===== config.mk =====
export PLATFORM = sky130hd
export DESIGN_NAME = v_wb_arb
export DESIGN_NICKNAME = d
export VERILOG_FILES = /design/src/rtl/v_wb_pkg.sv /design/src/rtl/v_wb_fifo.sv /design/src/rtl/v_wb_arb.sv
export SDC_FILE = /design/constraint.sdc
export NUM_CORES = 1
export LEC_CHECK = 0
export CAP_MARGIN = 20
export CORE_AREA = 3 3 316 318
export CTS_CLUSTER_DIAMETER = 200
export DETAILED_ROUTE_END_ITERATION = 10
export DIE_AREA = 0 0 319 321
export PLACE_DENSITY = 0.7
export REMOVE_ABC_BUFFERS = 1
export SLEW_MARGIN = 20
export SYNTH_ARGS = -nofsm -noshare
export SYNTH_HDL_FRONTEND = slang
export SYNTH_HIERARCHICAL = 1
export SYNTH_SLANG_ARGS = --single-unit

===== constraint.sdc =====
create_clock -name clk -period 9.8 [get_ports clk]
set_input_delay 0.98 -clock clk [delete_from_list [all_inputs] [get_ports clk]]
set_output_delay 0.98 -clock clk [all_outputs]
set_load 0.05 [all_outputs]

===== src/rtl/v_wb_pkg.sv =====
// Shared constants and entry layout for the vector write-back arbiter.
// The mask field exists only when VWB_BYTE_MASK_EN is defined.
package v_wb_pkg;

  localparam int VWB_DW         = 256;
  localparam int VWB_AW         = 5;
  localparam int VWB_NUM_SRC    = 2;
  localparam int VWB_FIFO_DEPTH = 2;
  localparam int VWB_MASK_W     = VWB_DW / 8;

  typedef struct packed {
    logic [VWB_AW-1:0]     addr;
    logic [VWB_DW-1:0]     data;
`ifdef VWB_BYTE_MASK_EN
    logic [VWB_MASK_W-1:0] mask;
`endif
  } v_wb_entry_t;

endpackage


===== src/rtl/v_wb_fifo.sv =====
// Per-source write-back FIFO with a flat tag/valid view of every slot.
// The tag is the top TAG_W bits of each entry (the destination vreg).
module v_wb_fifo #(
  parameter int DEPTH = 2,
  parameter int W     = 8,
  parameter int TAG_W = 1
) (
  input  logic                   clk,
  input  logic                   rst,
  input  logic                   flush_i,
  input  logic                   push_i,
  input  logic [W-1:0]           din_i,
  input  logic                   pop_i,
  output logic                   full_o,
  output logic                   empty_o,
  output logic [W-1:0]           head_o,
  output logic [DEPTH*TAG_W-1:0] ent_o,
  output logic [DEPTH-1:0]       valid_o
);

  localparam int PW = $clog2(DEPTH);

  logic [W-1:0]  mem_q [DEPTH];
  logic [PW-1:0] rd_q;
  logic [PW-1:0] wr_q;
  logic [PW:0]   cnt_q;
  logic          do_push;
  logic          do_pop;

  assign full_o  = (cnt_q == (PW+1)'(DEPTH));
  assign empty_o = (cnt_q == '0);
  assign do_push = push_i & ~full_o;
  assign do_pop  = pop_i & ~empty_o;
  assign head_o  = mem_q[rd_q];

  always_ff @(posedge clk) begin
    if (rst || flush_i) begin
      rd_q  <= '0;
      wr_q  <= '0;
      cnt_q <= '0;
    end else begin
      if (do_push) wr_q <= wr_q + 1'b1;
      if (do_pop)  rd_q <= rd_q + 1'b1;
      cnt_q <= cnt_q + (PW+1)'(do_push)
                     - (PW+1)'(do_pop);
    end
  end

  always_ff @(posedge clk) begin
    if (do_push) mem_q[wr_q] <= din_i;
  end

  // Slot i is live when its distance from the read pointer is below the count.
  always_comb begin
    valid_o = '0;
    ent_o   = '0;
    for (int i = 0; i < DEPTH; i++) begin
      valid_o[i] = {1'b0, PW'(i) - rd_q} < cnt_q;
      ent_o[i*TAG_W +: TAG_W] = mem_q[i][W-1 -: TAG_W];
    end
  end

endmodule


===== src/rtl/v_wb_arb.sv =====
// Vector write-back arbiter: per-source FIFOs, round-robin onto one VRF port.
// Define VWB_BYTE_MASK_EN to carry per-byte write masks with each entry.
module v_wb_arb
  import v_wb_pkg::*;
#(
  parameter int VREG_DW    = VWB_DW,
  parameter int VREG_AW    = VWB_AW,
  parameter int NUM_SRC    = VWB_NUM_SRC,
  parameter int FIFO_DEPTH = VWB_FIFO_DEPTH
) (
  input  logic                         clk,
  input  logic                         rst,
  input  logic                         flush_i,
  input  logic [NUM_SRC-1:0]           src_valid_i,
  output logic [NUM_SRC-1:0]           src_ready_o,
  input  logic [NUM_SRC*VREG_AW-1:0]   src_addr_i,
  input  logic [NUM_SRC*VREG_DW-1:0]   src_data_i,
`ifdef VWB_BYTE_MASK_EN
  input  logic [NUM_SRC*(VREG_DW/8)-1:0] src_mask_i,
  output logic [VREG_DW/8-1:0]           vwb_mask_o,
`endif
  output logic                         vwb_en_o,
  output logic [VREG_AW-1:0]           vwb_addr_o,
  output logic [VREG_DW-1:0]           vwb_data_o,
  output logic [$clog2(NUM_SRC):0]     vwb_src_o,
  output logic [2**VREG_AW-1:0]        vwb_pend_o
);

  localparam int IW = (NUM_SRC > 1) ? $clog2(NUM_SRC) : 1;
  localparam int SW = $clog2(NUM_SRC) + 1;
`ifdef VWB_BYTE_MASK_EN
  localparam int MW = VREG_DW / 8;
`endif

  typedef struct packed {
    logic [VREG_AW-1:0] addr;
    logic [VREG_DW-1:0] data;
`ifdef VWB_BYTE_MASK_EN
    logic [MW-1:0]      mask;
`endif
  } entry_t;

  localparam int EW = $bits(entry_t);

  logic [NUM_SRC-1:0]            full;
  logic [NUM_SRC-1:0]            empty;
  logic [NUM_SRC-1:0]            push;
  logic [NUM_SRC-1:0]            pop;
  logic [EW-1:0]                 head [NUM_SRC];
  logic [FIFO_DEPTH*VREG_AW-1:0] tags [NUM_SRC];
  logic [FIFO_DEPTH-1:0]         vld  [NUM_SRC];
  logic [IW-1:0]                 rr_q;
  logic [IW-1:0]                 rr_d;
  logic [IW-1:0]                 win;
  logic                          found;
  logic                          grant;
  logic                          wr_en;
  entry_t                        win_e;

  for (genvar k = 0; k < NUM_SRC; k++) begin : g_src
    entry_t in_e;

    always_comb begin
      in_e.addr = src_addr_i[k*VREG_AW +: VREG_AW];
      in_e.data = src_data_i[k*VREG_DW +: VREG_DW];
`ifdef VWB_BYTE_MASK_EN
      in_e.mask = src_mask_i[k*MW +: MW];
`endif
    end

    assign push[k] = src_valid_i[k] & ~full[k] & ~flush_i;
    assign pop[k]  = grant & (win == IW'(k));

    v_wb_fifo #(
      .DEPTH (FIFO_DEPTH),
      .W     (EW),
      .TAG_W (VREG_AW)
    ) u_fifo (
      .clk     (clk),
      .rst     (rst),
      .flush_i (flush_i),
      .push_i  (push[k]),
      .din_i   (in_e),
      .pop_i   (pop[k]),
      .full_o  (full[k]),
      .empty_o (empty[k]),
      .head_o  (head[k]),
      .ent_o   (tags[k]),
      .valid_o (vld[k])
    );
  end

  assign src_ready_o = ~full;

  always_comb begin
    found = 1'b0;
    win   = rr_q;
    for (int i = 0; i < NUM_SRC; i++) begin
      if (!found && !empty[(int'(rr_q) + i) % NUM_SRC]) begin
        found = 1'b1;
        win   = IW'((int'(rr_q) + i) % NUM_SRC);
      end
    end
  end

  assign win_e = entry_t'(head[win]);
  assign grant = found & ~flush_i;

  // A zero-mask entry still pops and moves the pointer, but never writes.
`ifdef VWB_BYTE_MASK_EN
  assign wr_en      = grant & (|win_e.mask);
  assign vwb_mask_o = wr_en ? win_e.mask : '0;
`else
  assign wr_en = grant;
`endif

  assign vwb_en_o   = wr_en;
  assign vwb_addr_o = wr_en ? win_e.addr : '0;
  assign vwb_data_o = wr_en ? win_e.data : '0;
  assign vwb_src_o  = wr_en ? SW'(win) : '0;

  always_comb begin
    rr_d = rr_q;
    if (grant) begin
      if (int'(win) == NUM_SRC - 1) rr_d = '0;
      else                          rr_d = win + 1'b1;
    end
  end

  always_ff @(posedge clk) begin
    if (rst) rr_q <= '0;
    else     rr_q <= rr_d;
  end

  always_comb begin
    vwb_pend_o = '0;
    for (int k = 0; k < NUM_SRC; k++) begin
      for (int d = 0; d < FIFO_DEPTH; d++) begin
        if (vld[k][d])
          vwb_pend_o[tags[k][d*VREG_AW +: VREG_AW]] = 1'b1;
      end
    end
  end

endmodule


### After elaboration in Yosys (flattened, before gate mapping)

Memories as Yosys holds them, arrays and structs flattened. A register that Yosys moved wholly into a read port is not among the register bits.
Index checks and enable logic that the tools add are counted.

| operators by class | value |
|---|---|
| add/sub/neg operators | 14 |
| $lt $le $gt $ge | 15 |
| equality and inequality tests | 2 |
| muxes and demuxes | 35 |
| bitwise operators | 23 |
| reductions and logical operators | 9 |

Operators by type and width:

| kind | number |
|---|---|
| 261-bit two-way mux | 3 |
| 256-bit two-way mux | 1 |
| 32-bit two-way mux | 4 |
| 32-bit OR | 3 |
| 5-bit by 6-bit less-than comparator with 1-bit output, second input constant | 4 |
| 1-bit two-way mux | 22 |
| 1-bit demux with 5-bit select | 4 |
| 5-bit by 1-bit >= comparator with 1-bit output, second input constant | 4 |
| 1-bit AND | 11 |
| 1-bit by 2-bit less-than comparator with 1-bit output | 4 |
| 1-bit adder, second input constant | 6 |
| 1-bit NOT | 6 |
| 1-bit logical AND | 5 |
| 5-bit two-way mux | 1 |
| 2-bit by 1-bit adder with 2-bit output | 2 |
| 2-bit == test, second input constant | 2 |
| 2-bit zero test | 2 |
| 1-bit subtractor, first input constant | 4 |
| 2-bit by 1-bit subtractor with 2-bit output | 2 |
| 2-bit by 3-bit less-than comparator with 1-bit output, second input constant | 1 |
| 2-bit >= comparator, second input constant | 1 |
| 1-bit by 2-bit less-than comparator with 1-bit output, second input constant | 1 |
| 1-bit NOT with 2-bit output | 1 |
| 2-bit NOT | 1 |
| other kinds (3) | 3 |

| storage, ports and cells | value |
|---|---|
| bits in registers | 9 |
| RAM bits | 1044 |
| input bits | 527 |
| output and inout port bits | 298 |
| memories | 2 |

Memory list:

| name | words | width | read ports | clocked after memory_dff | wr ports | RTL line | source |
|---|---|---|---|---|---|---|---|
| g_src[0].u_fifo.mem_q | 2 | 261 | 3 | 1 | 1 | v_wb_fifo.sv:23 | `logic [W-1:0] mem_q [DEPTH];` |
| g_src[1].u_fifo.mem_q | 2 | 261 | 3 | 1 | 1 | v_wb_fifo.sv:23 |  |

### Longest topological paths before layout

Gate-level depths: netlist (run 1).

| depth | value |
|---|---|
| depth after elaboration | 13 |
| depth in mapped cells | 12 |
| mapped depth without buffers | 10 |

### By module

The synthesis (run 1) kept the hierarchy.

By module, submodules not included:

| module | times used | cells each | area each (um^2) |
|---|---|---|---|
| v_wb_fifo at g_src[0].u_fifo | 1 | 854 | 19234.7 |
| v_wb_fifo at g_src[1].u_fifo | 1 | 854 | 19230.9 |
| v_wb_arb | 1 | 466 | 3736.1 |

### Worst setup path after synthesis (run 1)

Ideal clock, no wire load.

| timing | value |
|---|---|
| kind | input to register |
| start | in flush_i |
| end | mem g_src[1].u_fifo/mem_q[1][0] in the netlist's numbering (enable) |
| arrival | 7.334 ns |
| required time | 9.144 ns |
| slack | 1.809 ns |
| cell stages on the path | 2 |
| cell sequence | nor3b_1 > and3_1 |

| on the way | value |
|---|---|
| cells in the longest elaborated chain, start to end | 5 |

RTL lines:

| what | RTL line | source |
|---|---|---|
| from (decl) | v_wb_arb.sv:13 | `input logic flush_i,` |
| 1-bit NOT | v_wb_arb.sv:71 | `assign push[k] = src_valid_i[k] & ~full[k] & ~flush_i;` |
| 1-bit AND | v_wb_arb.sv:71 |  |
| 1-bit AND | v_wb_fifo.sv:32 | `assign do_push = push_i & ~full_o;` |
| 1-bit two-way mux | v_wb_fifo.sv:50 | `if (do_push) mem_q[wr_q] <= din_i;` |
| 1-bit two-way mux (not written as such) | v_wb_fifo.sv:50 |  |
| to (decl) | v_wb_fifo.sv:23 |  |

No other way between the ends.

### Final worst setup path (run 1)

| timing | value |
|---|---|
| start | in flush_i |
| end | out vwb_data_o[203] |

| on the way | value |
|---|---|
| cells in the longest elaborated chain, start to end | 3 |

RTL lines:

| what | RTL line | source |
|---|---|---|
| 1-bit NOT | v_wb_arb.sv:107 | `assign grant = found & ~flush_i;` |
| 1-bit AND | v_wb_arb.sv:107 |  |
| 256-bit two-way mux | v_wb_arb.sv:119 | `assign vwb_data_o = wr_en ? win_e.data : '0;` |
| to (decl) | v_wb_arb.sv:24 | `output logic [VREG_DW-1:0] vwb_data_o,` |

No other way between the ends.

==> results of run 1 <==
==> kinds of logic after synthesis <==
| logic type | Yosys count | share of synthesized area, % |
|---|---|---|
| compound gates | 337 | 6.84 |
| buf+inv | 165 | 2.93 |
| simple gates | 86 | 1.28 |
| xor+xnor | 4 | 0.0830 |
| fa+ha+maj | 4 | 0.119 |
| mux | 522 | 13.9 |
| other cells | 1 | 0.00889 |
| flops | 1055 | 74.8 |
==> final cells by class <==
cell class / count / area share [%]
Sequential cell: 1055 / 57.7
Multi-Input combinational cell: 954 / 17.2
Timing Repair Buffer: 846 / 15.6
Clock buffer: 115 / 4.94
Tap cell: 1276 / 2.92
Clock inverter: 75 / 1.34
Antenna cell: 49 / 0.224
Inverter: 15 / 0.130
==> worst max-delay path: stages <==
cell and delay, ns:
clkdlybuf4s50_1 0.60, a211oi_4 0.31, buf_12 0.50, buf_4 0.79, a22o_1 0.29, clkdlybuf4s50_1 0.84
==> cell usage in the layout, fill, tap and decap left out, types with 3 or more instances in the layout <==
master,count
edfxtp_1,1044
buf_4,15
buf_12,7
diode_2,49
nor2b_1,10
dfxtp_1,9
clkbuf_8,4
mux2_2,522
and4b_1,6
clkinvlp_4,4
nor3_1,3
a22o_1,261
ha_1,4
a21oi_1,3
a22oi_1,32
clkinv_2,25
inv_1,10
and4bb_2,6
bufinv_16,12
inv_6,5
clkbuf_16,105
nand3_1,8
clkdlybuf4s50_1,823
nand2_1,10
nand2b_1,4
nor2_1,16
and2_1,3
clkinv_1,23
inv_2,3
clkbuf_1,6
o221ai_1,32
==> layer usage <==
layer / global-route usage [%] / share of wire (%) / vias up / wire length [um]
li1: - / - / 10521 / -
met5: 0 / 0.12 / - / 138
met4: 9.84 / 3.7 / 18 / 4330
met3: 6.20 / 8.8 / 218 / 10200
met1: 25.1 / 36 / 12333 / 42300
met2: 38.0 / 51 / 1101 / 59700
==> power breakdown <==
group          leakage (uW)  switching, uW  total [uW]  internal, uW
clock network       0.00170           1700        4010          2310
logic               0.00638            355         689           334
registers           0.00968           29.6        5130          5100
total                0.0178           2080        9820          7740
==> per-stage QoR <==
step                      instance area, um2  util [%]  setup slack [ns]  power [uW]  hold slack [ns]
after floorplan                        41000         -             -8.04        5550            0.458
after global placement                 51200      52.8              4.53        5890            0.476
after detailed placement               51200      52.8              4.31        5910            0.499
after CTS                              54600      56.4              4.13        9910            0.511
after global routing                   54700      56.5              4.04       10100            0.552
final                                  54800      56.5              4.05        9820            0.520
==> worst max-delay path by stage <==
stage	end	slack, ns	cells after the start
6_report	vwb_data_o[203]	4.05	6
5_1_grt	vwb_data_o[203]	4.04	6
4_1_cts	vwb_data_o[177]	4.13	5
3_5_place_dp	vwb_data_o[203]	4.31	6
3_3_place_gp	vwb_data_o[216]	4.53	6
2_1_floorplan	vwb_addr_o[0]	-8.04	2
==> flip-flops by register name, summed over array words and instances, names as in the netlist, named ones only <==
| register | flops |
|---|---|
| g_src.u_fifo/cnt_q | 4 |
| g_src.u_fifo/mem_q | 1044 |
| g_src.u_fifo/rd_q | 2 |
| g_src.u_fifo/wr_q | 2 |
| rr_q | 1 |
==> impl_metrics.toml, run 1 <==
[outcome]
status = "complete, no violations"

[worst_setup_path]
critPathLaunchType = "primary input"
reg2reg_depth = 6
cp-end-kind = "output port"
critPathKind = "in2out"
crit_arrival_ns = 4.77
r2r-end = "g_src[0].u_fifo/mem_q[1][152]"
r2r-start = "g_src[0].u_fifo/cnt_q[0]"
critPathLaunch = "flush_i"
crit_path_max_fanout = 139
regToRegSetupSlack_ns = 6.01
required_ns = 8.82

[pwr]
p_per_area_nw_per_um2 = 179
peakVddDrop_v = 0.000160
p_leak_uw = 0.0178

[timing]
maxSlewViolCount = 0
maxSlewHeadroom_pct = 10.8
max_freq_ghz = 0.174
post-route-period-util_pct = 58.7
worstMarginPinSlew_ns = 1.34
layout_min_cycle_time_ns = 5.75
finalHoldViolations = 0
fin_tns_setup_ns = 0
fin_skew_ns = 0.0212
rsz0062_at_grt = "false"
setup-violations-final = 0

[cts]
cts_resized = 0
cts_tree = "done"
hold_buffers = 0
root_buffer = "clkbuf_16"
clockBufferDepth = 3
clock_sinks = 1055
clk_pin_slew_ns = 0.06
htreeDepth = 3
cts_buffers = 105
post-cts-setup-buffers = 0
clock_latency_ns = 0.69

[global_routing]
grt_overflow = 0
grt_pass1_wl_mm = 165
globalRouteTotalUtil_pct = 21.8
antenna_found_initial = 57
grt_start_max_net_pins = 150
first_global_vias = 25179

[logic_synthesis]
synth_flop_cell = "edfxtp_1"
synth_most_common_cell = "edfxtp_1"
synthesis.area_um2 = 42200
yosysWarningCount = 6
synth_top_area_share_pct = 74.3
synthTopCellsByArea = "edfxtp_1 (74%), mux2_2 (14%), a22o_1 (5.4%), buf_6 (1.7%), o221ai_1 (0.66%)"
synth_seq_cells = 1055
synth_common_cells = "edfxtp_1 (1044), mux2_2 (522), a22o_1 (261)"
synth_cell_types = 45
syn_area_per_cell_um2 = 19.4
synthCells = 2174
synth_top_area_cell = "edfxtp_1"
seq_area_frac_synth_pct = 74.8
async_flop_share_pct = 0
synth_edf_count = 1044

[route]
drt-total-wl_mm = 117
drc = 0
drtIter0Drc = 2196
wl_per_cell_um = 26.6
vias_per_cell = 5.52
ant_nets = 0
dr.pass1.iters = 8
num_vias = 24191

[floorplan]
dieArea_um2 = 102000
floorplan.rows = 114
placeableCoreArea_um2 = 96900
die_y_um = 321
ioPinCount = 825
die_x_um = 319
start_util_pct = 43.6

[placement]
hpwl_mm = 77.0
finalWeightedCongestion = 0.879
place_inst = 4145
portBuffers = 823

[finish]
instances_no_fill = 4385
syn2layout_area_growth_pct = 29.7
n_fill_cell = 7312
final_nets = 3508
drive_gt1_share_pct = 23.8
multi_input_area_um2 = 9420
seq_area_um2 = 31600

[min_path]
hold_path.class = "reg2reg"
holdPathStages = 2
holdPathEnd = "g_src[0].u_fifo/wr_q"
hp-start = "g_src[0].u_fifo/wr_q"

[run]
max_cap_viol_count = 0
(Power assumes the default switching activity.)
==> run 2, diff against run 1 <==
Clock period 9.8 ns to 5.63 ns, I/O delays scaled along.
==> run 2 against run 1 <==
First-iteration DRC count down 3.0%. Sequential cell count unchanged. Sequential share of layout area down 0.14 points. Count of clock-buffer cells in the layout up 27. Core utilization up 0.14 points. Combinational power up 76%. Global-route usage about the same. Via count about the same. Power up 69%. Critical path type is now reg2out. Largest cell class unchanged.
==> impl_metrics.toml, run 2 (synthesis gave the netlist of run 1 again) <==
[worst_setup_path]
critPathLaunchType = "flip-flop"
critPathKind = "reg2out"
r2r-start = "g_src[0].u_fifo/cnt_q[0]"
crit_arrival_ns = 3.89
required_ns = 5.07
critPathLaunch = "g_src[1].u_fifo/cnt_q[1]"
crit_path_max_fanout = 116
cp-end-kind = "output port"

[cts]
clk_pin_slew_ns = 0.06
clockBufferDepth = 3
clock_latency_ns = 0.68
htreeDepth = 3
post-cts-setup-buffers = 0
clock_sinks = 1055
cts_tree = "done"
cts_buffers = 107
cts_resized = 0
hold_buffers = 0
root_buffer = "clkbuf_16"

[route]
dr.pass1.iters = 6
vias_per_cell = 5.49
drtIter0Drc = 2131
num_vias = 24212
drt-total-wl_mm = 116
ant_nets = 0
drc = 0
wl_per_cell_um = 26.3

[timing]
post-route-period-util_pct = 79.1
layout_min_cycle_time_ns = 4.45
maxSlewHeadroom_pct = 34.1
fin_ws_ns = 1.18
fin_tns_setup_ns = 0
worstMarginPinSlew_ns = 0.988
max_freq_ghz = 0.225
rsz0062_at_grt = "false"
fin_skew_ns = 0.0216
finalHoldViolations = 0
maxSlewViolCount = 0
setup-violations-final = 0

[finish]
syn2layout_area_growth_pct = 30.1
n_fill_cell = 7271
largest_reg_flops = 1044
final_common_cell = "edfxtp_1"
instances_no_fill = 4408
seq_area_um2 = 31600
drive_gt1_share_pct = 23.7
top_register = "g_src.u_fifo/mem_q"
multi_input_area_um2 = 9420
layout_common_cells = "edfxtp_1 (1044), clkdlybuf4s50_1 (823), mux2_2 (522)"
top_regs = "g_src.u_fifo/mem_q: 1044 flops, g_src.u_fifo/cnt_q: 4 flops"
final_nets = 3543

[floorplan]
die_x_um = 319
start_util_pct = 43.6
die_y_um = 321
dieArea_um2 = 102000
ioPinCount = 825
floorplan.rows = 114
placeableCoreArea_um2 = 96900

[pwr]
p_per_area_nw_per_um2 = 303
peakVddDrop_v = 0.000255
p_leak_uw = 0.0178

[global_routing]
globalRouteTotalUtil_pct = 21.8
grt_start_max_net_pins = 121
grt_pass1_wl_mm = 166
grt_overflow = 0
first_global_vias = 25588
antenna_found_initial = 55

[placement]
hpwl_mm = 78.6
portBuffers = 823
dp_slack_ns = 1.59
finalWeightedCongestion = 0.855
place_inst = 4179

[outcome]
status = "complete, no violations"

[min_path]
hold_path.class = "in2reg"
hp-start = "src_data_i[52]"

[run]
max_cap_viol_count = 0
-- run 2: cell count changes in the layout (fill, tap and decap cells not counted), moves of 9 or more --
cell	before	now
buf_12	7	22
buf_4	15	34
bufinv_16	12	2
clkbuf_1	6	32
clkinv_2	25	14
diode_2	49	40
-- run 2: stage by stage --
step	power (uW)	util, %	hold slack [ns]	instance area [um2]
floorplan	9660	-	0.458	41000
global placement	10300	53.3	0.476	51600
detailed placement	10300	53.3	0.504	51600
CTS	16800	56.6	0.394	54800
global route	17200	56.6	0.421	54900
finish	16700	56.7	0.465	54900
-- run 2: layout make-up --
cell class	instances	share of cell area [%]
antenna	40	0.182
clock buffer	142	5.23
clock inverter	47	0.570
inverter	15	0.130
multi-input combinational	954	17.2
sequential	1055	57.5
tap	1276	2.91
timing repair buffer	879	16.3
-- run 2: routing by layer --
metal	vias to the layer above	part of all wire [%]	wire [um]	GRT usage (%)
met5	-	0.14	157	0
met4	24	3.3	3860	8.82
met3	225	8.3	9630	6.37
met2	1034	52	59800	38.5
met1	12349	37	42600	25.1
li1	10580	-	-	-
-- run 2: final timing paths --
| check | to | cells past startpoint | slack, ns |
|---|---|---|---|
| worst min-delay path | g_src[0].u_fifo/mem_q[0][52] | 1 | 0.47 |
| worst min register to register | g_src[0].u_fifo/wr_q | 2 | 0.51 |
| worst max register to register | g_src[0].u_fifo/mem_q[0][59] | 7 | 2.47 |
| worst max-delay path | vwb_data_o[164] | 6 | 1.18 |
-- run 2: worst max-delay path: stages, from the launching register on --
cell and delay, ns:
dfxtp_1 0.37, nor2_1 0.30, inv_2 0.08, a211oi_4 0.38, buf_12 0.38, a22o_1 0.32, clkdlybuf4s50_1 1.03
-- run 2: power by group --
group / leakage [uW] / internal [uW] / total [uW] / switching, uW
sequential: 0.00968 / 8870 / 8930 / 51.3
combinational: 0.00659 / 592 / 1210 / 616
clock: 0.00156 / 3660 / 6520 / 2860
